### src/rtl/ss_scan8.sv
// Eight-digit multiplexed seven-segment driver with per-frame snapshot,
// leading-zero blanking on the top three digits and registered pin outputs.
module ss_scan8 #(
  parameter int REFRESH_DIV = 100000
) (
  input  logic       clk,
  input  logic       reset,
  input  logic [3:0] data0,
  input  logic [3:0] data1,
  input  logic [3:0] data2,
  input  logic [3:0] data3,
  input  logic [3:0] data4,
  input  logic [3:0] data5,
  input  logic [3:0] data6,
  input  logic [3:0] data7,
  input  logic [7:0] dp_mask,
  input  logic       blank_lz,
  output logic [7:0] an,
  output logic [6:0] seg,
  output logic       dp,
  output logic       frame_tick
);

  localparam int PW = (REFRESH_DIV > 1) ? $clog2(REFRESH_DIV) : 1;
  localparam logic [PW-1:0] PLAST = PW'(REFRESH_DIV - 1);

  logic [PW-1:0] pcnt_reg;
  logic [2:0]    idx_reg;
  logic [3:0]    snap_reg [8];
  logic [7:0]    snap_mask_reg;
  logic          snap_blank_reg;

  logic [31:0]   live_bus;
  logic [3:0]    sel_digit [8];
  logic [7:0]    sel_mask;
  logic          sel_blank;
  logic          load_en;
  logic          term;
  logic          blank7, blank6, blank5;
  logic          digit_blank;
  logic [3:0]    cur_val;
  logic [6:0]    cur_seg;

  assign live_bus = {data7, data6, data5, data4, data3, data2, data1, data0};
  assign term     = (pcnt_reg == PLAST);
  assign load_en  = (idx_reg == 3'd0) && (pcnt_reg == '0);

  // The frame-start cycle shows live inputs so digit 0 matches what is captured.
  generate
    for (genvar gi = 0; gi < 8; gi++) begin : g_sel
      assign sel_digit[gi] = load_en ? live_bus[gi*4 +: 4] : snap_reg[gi];
    end
  endgenerate

  assign sel_mask  = load_en ? dp_mask  : snap_mask_reg;
  assign sel_blank = load_en ? blank_lz : snap_blank_reg;

  assign blank7  = sel_blank && (sel_digit[7] == 4'd0);
  assign blank6  = blank7 && (sel_digit[6] == 4'd0);
  assign blank5  = blank6 && (sel_digit[5] == 4'd0);
  assign cur_val = sel_digit[idx_reg];

  always_comb begin
    digit_blank = 1'b0;
    case (idx_reg)
      3'd7:    digit_blank = blank7;
      3'd6:    digit_blank = blank6;
      3'd5:    digit_blank = blank5;
      default: digit_blank = 1'b0;
    endcase
  end

  always_comb begin
    cur_seg = 7'h3F;
    case (cur_val)
      4'd0:    cur_seg = 7'h40;
      4'd1:    cur_seg = 7'h79;
      4'd2:    cur_seg = 7'h24;
      4'd3:    cur_seg = 7'h30;
      4'd4:    cur_seg = 7'h19;
      4'd5:    cur_seg = 7'h12;
      4'd6:    cur_seg = 7'h02;
      4'd7:    cur_seg = 7'h78;
      4'd8:    cur_seg = 7'h00;
      4'd9:    cur_seg = 7'h10;
      default: cur_seg = 7'h3F;
    endcase
  end

  always_ff @(posedge clk) begin
    if (reset) begin
      pcnt_reg       <= '0;
      idx_reg        <= 3'd0;
      snap_mask_reg  <= 8'h00;
      snap_blank_reg <= 1'b0;
      for (int i = 0; i < 8; i++) snap_reg[i] <= 4'd0;
      an             <= 8'hFF;
      seg            <= 7'h7F;
      dp             <= 1'b1;
      frame_tick     <= 1'b0;
    end else begin
      pcnt_reg <= term ? '0 : pcnt_reg + PW'(1);
      if (term) idx_reg <= idx_reg + 3'd1;
      if (load_en) begin
        for (int i = 0; i < 8; i++) snap_reg[i] <= live_bus[i*4 +: 4];
        snap_mask_reg  <= dp_mask;
        snap_blank_reg <= blank_lz;
      end
      an         <= ~(8'd1 << idx_reg);
      seg        <= digit_blank ? 7'h7F : cur_seg;
      dp         <= digit_blank | ~sel_mask[idx_reg];
      frame_tick <= load_en;
    end
  end

endmodule

### config.mk
export PLATFORM = sky130hd
export DESIGN_NAME = ss_scan8
export DESIGN_NICKNAME = d
export VERILOG_FILES = /design/src/rtl/ss_scan8.sv
export SDC_FILE = /design/constraint.sdc
export NUM_CORES = 1
export LEC_CHECK = 0
export ABC_AREA = 1
export BUFFER_PORTS_ARGS = -buffer_cell sky130_fd_sc_hd__buf_2
export CAP_MARGIN = 20
export CELL_PAD_IN_SITES_DETAIL_PLACEMENT = 1
export CELL_PAD_IN_SITES_GLOBAL_PLACEMENT = 1
export CORE_MARGIN = 3
export CORE_UTILIZATION = 45
export DETAILED_ROUTE_END_ITERATION = 16
export MAX_ROUTING_LAYER = met4
export PLACE_DENSITY = 0.85
export SLEW_MARGIN = 30
export SYNTH_ARGS = -nofsm -noshare
export SYNTH_HDL_FRONTEND = slang
export SYNTH_SLANG_ARGS = --single-unit
### constraint.sdc
create_clock -name clk -period 5.35 [get_ports clk]
set_clock_uncertainty 0.15 [all_clocks]
set_input_delay 1.07 -clock clk [delete_from_list [all_inputs] [get_ports clk]]
set_output_delay 1.07 -clock clk [all_outputs]
set_load 0.02 [all_outputs]
==> run metrics, run 1 <==
status=finished, final reports clean; Crit-path slowest cell=dfxtp_1; Seq cells post-synth=78; Tmin final=3.84 ns; Placer Congestion=0.862; max FFs per register=32; Post-CTS Resized=0; Mapped Cells=567; first-pass GRT wire length=20100 microns; Sw Share=0.327; pwr/cell area=289 mW/mm^2; chip width=104 microns; Max Freq=261 MHz; CTS buffer count=9; # Max-Cap Violations=0; worst hold slack=0.324 ns; Leakage=2.28 nW; clock-pin slew on the worst setup and hold paths=0.09 ns; CTS Sinks=78; Ys Warns=0; grt ovf=0; H-tree depth=3; Worst EP arrival=3.93 ns; CTS Buffer Depth=2; crit end category=flip-flop; Final period util=0.717; core box area=0.00928 sq mm; fillers=1211; Critical path origin=idx_reg[1]; std cell rows=35; switching power of the nets=457 uW; kind of critical path=reg2reg; initial core utilization=0.466; Most common cell on crit path=nand3_1; CP max FO=25; WL per Instance=15.9 microns; Netlist cell types=38; max-slew violation count=0; Cell Area, Placed=0.00465 sq mm; Clock Power Share=0.300; 1st-pass router iterations=4; Area Overhead vs Synth=11.6%; Power Internal=939 uW; met3 WL=488 microns; Inserted Diodes=0; buffer count from post-CTS setup fixing=0; critical path data required time=5.45 ns; Max IR drop VDD=0.128 mV; initial DRC count=166; Flop pwr share=0.493; met1 wire length=5270 microns; Setup crit start kind=flip-flop; crit-path cells=inv_1 > ha_1 > inv_1 > nor2_1 > nand2_1 > nor2_4 > nand3_2 > o21ai_1 > nand2_1 > nand3_1 > nand3_1 > nand2_1 > inv_1 > ha_1 > nand3b_1 > nand3_1 > nand3_1; Final Hold Viols=0; worst slew pin tran=0.951 ns; die height=104 microns; TritonCTS clock tree=yes; RSZ-0062 raised after global routing=false; maximum number of pins on one net before global-route repair=40; DRT Wirelength=11900 microns; dpl hpwl=8550 microns; initial antenna violation count=0; Post-Syn Nets=623; clock root buffer=clkbuf_8; IO Count=60; DR DRC count=0; Buf/Inv on CP=3; Post-DRT Antenna Nets=0; max_slew headroom=0.365; vias post-DR=3934; Crit path largest cell delay=0.46 ns; syn_area_per_cell=7.63 sq um; Worst Hold Class=reg2reg; max layer used=met4; power consumption=1.40 mW; cell area after synthesis=0.00433 sq mm; sequential-to-total area share from yosys stat=0.435; Nets=671; final core utilization=0.520; # port buffers=59; Hold Crit Start=pcnt_reg[0]; final setup fails=0; CP delay by family, top=simple AND/OR/NAND/NOR gates; clk_lat worst skew=0.36 ns; FF/Latch Area=0.00188 sq mm; CTS hold repair buffers=0; R2R Path Start=idx_reg[1]; footprint of the multi-input gates=0.00200 sq mm; setup TNS=0 ns; Design Area, Final=0.00483 sq mm; share of cells above drive strength 1=0.179; Total Routing Usage GR=0.232; FF-to-FF setup slack=1.51 ns; via/cell ratio=5.25; Comb pwr share=0.207; Die Footprint=0.0108 sq mm; vias in the first global route=4115; DR WL met2=5990 microns
kinds of logic after synthesis:
| group | share of synthesized area |
|---|---|
| DFF | 0.435 |
| and+or+nand+nor | 0.355 |
| adders and majority gates | 0.0376 |
| AOI/OAI and AO/OA | 0.0648 |
| buffers and inverters | 0.102 |
| xor gates and xnor gates | 0.00607 |
through the flow:
| step | instances | setup slack, ns |
|---|---|---|
| 2_1_floorplan | 567 | 2.38 |
| 3_3_place_gp | 733 | 1.73 |
| 3_5_place_dp | 733 | 1.59 |
| 4_1_cts | 749 | 1.54 |
| 5_1_grt | 749 | 1.12 |
| 6_report | 749 | 1.51 |
power groups by stage:
stage	Clock [mW]	Sequential (mW)	Combinational, mW
global placement	0	0.699	0.277
finish	0.419	0.687	0.289
global route	0.453	0.693	0.328
floorplan	0	0.711	0.199
CTS	0.429	0.688	0.290
detailed placement	0	0.702	0.287
layout by cell type, fill, tap and decap left out, drive strengths merged:
cell type	synthesis	routed
buf	15	61
nor2	62	62
a211oi	1	1
nand3b	1	1
xor2	3	3
nand3	67	67
nand4	27	27
and3	1	1
o31ai	1	1
or2	2	2
dfxtp	46	46
ha	13	13
nor3b	4	4
nor3	12	12
o21bai	1	1
clkinv	1	4
nand2	148	148
o21ai	17	17
inv	77	81
o211ai	4	4
a21oi	23	23
edfxtp	32	32
clkbuf	9	9
layer usage:
metal	vias up	global-route usage
met2	97	0.401
met3	15	0.0360
met1	1887	0.280
met5	-	-
met4	0	0.0703
li1	1935	-
cell usage after synthesis (all sizes together):
master	n	area [sq um]
nand2	148	576
inv	77	289
nand3	67	368
nor2	62	300
dfxtp	46	921
edfxtp	32	961
nand4	27	169
a21oi	23	115
o21ai	17	108
buf	15	115
ha	13	163
nor3	12	65.1
clkbuf	9	33.8
nor3b	4	30.0
o211ai	4	35.0
xor2	3	26.3
or2	2	12.5
a211oi	1	7.51
and3	1	6.26
clkinv	1	3.75
nand3b	1	7.51
o21bai	1	7.51
o31ai	1	7.51
layout make-up:
cell class	instances	area share
Multi-Input combinational cell	387	0.415
Sequential cell	78	0.390
Timing Repair Buffer	61	0.0643
Inverter	78	0.0606
Tap cell	129	0.0334
Clock buffer	9	0.0257
Clock inverter	7	0.0114
worst paths after layout:
check,endpoint,cells past startpoint
setup / recovery,seg[0],17
hold / removal,pcnt_reg[0],1
setup reg to reg,seg[0],17
hold reg to reg,pcnt_reg[0],1
No activity file was read; power rests on OpenSTA's default activity.
==> run 2: changes to the inputs <==
--- a/config.mk
+++ b/config.mk
@@ -11,10 +11,10 @@
 export CELL_PAD_IN_SITES_DETAIL_PLACEMENT = 1
 export CELL_PAD_IN_SITES_GLOBAL_PLACEMENT = 1
 export CORE_MARGIN = 3
-export CORE_UTILIZATION = 45
+export CORE_UTILIZATION = 42
 export DETAILED_ROUTE_END_ITERATION = 16
 export MAX_ROUTING_LAYER = met4
-export PLACE_DENSITY = 0.85
+export PLACE_DENSITY = 0.81
 export SLEW_MARGIN = 30
 export SYNTH_ARGS = -nofsm -noshare
 export SYNTH_HDL_FRONTEND = slang
==> constraint.sdc (replaced) <==
create_clock -name clk -period 4.01 [get_ports clk]
set_clock_uncertainty 0.15 [all_clocks]
set_input_delay 0.802 -clock clk [delete_from_list [all_inputs] [get_ports clk]]
set_output_delay 0.802 -clock clk [all_outputs]
set_load 0.02 [all_outputs]
==> run metrics, run 2 (synthesis gave the netlist of run 1 again) <==
status=finished, final reports clean (unchanged); vias post-DR=3886 (was 3934); crit end category=flip-flop (unchanged); Area Overhead vs Synth=12.4% (was 11.6%); RSZ-0062 raised after global routing=false (unchanged); Post-CTS Resized=0 (unchanged); IO Count=60 (unchanged); critical path data required time=4.11 ns (was 5.45 ns); Comb pwr share=0.211 (was 0.207); 1st-pass router iterations=4 (unchanged); H-tree depth=3 (unchanged); Power Internal=1.25 mW (was 939 uW); clock root buffer=clkbuf_8 (unchanged); share of cells above drive strength 1=0.185 (was 0.179); fillers=1279 (was 1211); dpl hpwl=8840 microns (was 8550 microns); CTS Buffer Depth=2 (unchanged); Sw Share=0.319 (was 0.327); Placer Congestion=0.897 (was 0.862); max_slew headroom=0.640 (was 0.365); Design Area, Final=0.00486 sq mm (was 0.00483 sq mm); buffer count from post-CTS setup fixing=0 (unchanged); DRT Wirelength=11900 microns (about the same); CP max FO=31 (was 25); Total Routing Usage GR=0.222 (was 0.232); Flop pwr share=0.501 (was 0.493); max FFs per register=32 (unchanged); CTS hold repair buffers=0 (unchanged); vias in the first global route=4071 (was 4115); Setup crit start kind=flip-flop (unchanged); FF/Latch Area=0.00188 sq mm (unchanged); std cell rows=36 (was 35); core box area=0.00991 sq mm (was 0.00928 sq mm); via/cell ratio=5.12 (was 5.25); maximum number of pins on one net before global-route repair=33 (was 40); kind of critical path=reg2reg (unchanged); clock-pin slew on the worst setup and hold paths=0.09 ns (about the same); commonest non-fill, non-tap cell in the layout=nand2_1 (unchanged); Clock Power Share=0.288 (was 0.300); initial antenna violation count=0 (unchanged); switching power of the nets=584 uW (was 457 uW); Inserted Diodes=0 (unchanged); Tmin final=3.21 ns (was 3.84 ns); initial core utilization=0.437 (was 0.466); die height=107 microns (was 104 microns); first-pass GRT wire length=19700 microns (was 20100 microns); CTS Sinks=78 (unchanged); Nets=677 (was 671); most frequent cells in the layout=nand2_1 (142), inv_1 (72), nand3_1 (62) (unchanged); DR DRC count=0 (unchanged); Final Non-Filler Cells=759 (was 749); Worst EP arrival=3.31 ns (was 3.93 ns); # port buffers=59 (unchanged); final setup fails=0 (unchanged); CTS buffer count=9 (unchanged); TritonCTS clock tree=yes (unchanged); chip width=107 microns (was 104 microns); Max Freq=312 MHz (was 261 MHz); footprint of the multi-input gates=0.00200 sq mm (unchanged); Cell Area, Placed=0.00470 sq mm (was 0.00465 sq mm); WL per Instance=15.6 microns (was 15.9 microns); grt ovf=0 (unchanged); worst hold slack=0.326 ns (was 0.324 ns); Final period util=0.800 (was 0.717); worst slew pin tran=0.538 ns (was 0.951 ns); setup TNS=0 ns (unchanged); pwr/cell area=377 mW/mm^2 (was 289 mW/mm^2); max-slew violation count=0 (unchanged); initial DRC count=165 (was 166); Max IR drop VDD=0.145 mV (was 0.128 mV); clk_lat worst skew=0.37 ns (was 0.36 ns); Post-DRT Antenna Nets=0 (unchanged); Die Footprint=0.0116 sq mm (was 0.0108 sq mm); # Max-Cap Violations=0 (unchanged); Worst Hold Class=reg2reg (unchanged); Leakage=2.30 nW (was 2.28 nW); Final Hold Viols=0 (unchanged); DP Cell Count=743 (was 733)
==> run 2: worst paths after layout <==
path / start / end / slack (ns) / cells after the start
min reg2reg: pcnt_reg[0] / pcnt_reg[0] / 0.33 / 1
max reg2reg: idx_reg[1] / seg[3] / 0.80 / 15
min: pcnt_reg[0] / pcnt_reg[0] / 0.33 / 1
max: idx_reg[1] / seg[3] / 0.80 / 15
==> run 2: routing by layer <==
metal  part of all wire  global-route usage  up-vias
met5                  0                   -        -
met4              0.016              0.0794        0
met3              0.044              0.0438       16
met2               0.49               0.372       77
met1               0.45               0.266     1843
li1                   -                   -     1950
==> run 2: critical path, stage by stage, from the launching register on <==
cell and delay [ns]:
dfxtp_1 0.46, inv_1 0.14, ha_1 0.23, nand3_2 0.15, nor2_8 0.25, nand3_4 0.35, nand2_1 0.20, nand3_1 0.10
nand3_1 0.09, nand3_1 0.08, nand2_1 0.22, inv_1 0.12, ha_1 0.20, nand3b_1 0.17, nand3_1 0.10, nand3_1 0.07
==> run 2: final cells by class <==
type / count / share of cell area
clock inverters: 6 / 0.00746
well taps: 133 / 0.0342
multi-input cells: 387 / 0.412
repair buffers: 67 / 0.0731
inverters: 78 / 0.0602
clock buffers: 10 / 0.0262
flip-flops and latches: 78 / 0.387
==> run 2: power by group through the flow <==
stage          registers, mW  logic [mW]  clock network (mW)
6_report               0.918       0.387               0.527
5_1_grt                0.924       0.441               0.578
4_1_cts                0.919       0.390               0.541
3_5_place_dp           0.937       0.387                   0
3_3_place_gp           0.934       0.373                   0
2_1_floorplan          0.949       0.266                   0
==> run 2: per-stage QoR <==
stage	setup slack, ns	util	power, mW
after floorplan	1.04	-	1.22
after global placement	0.990	0.474	1.31
after detailed placement	0.802	0.474	1.32
after CTS	0.782	0.491	1.85
after global routing	0.435	0.491	1.94
final	0.801	0.491	1.83
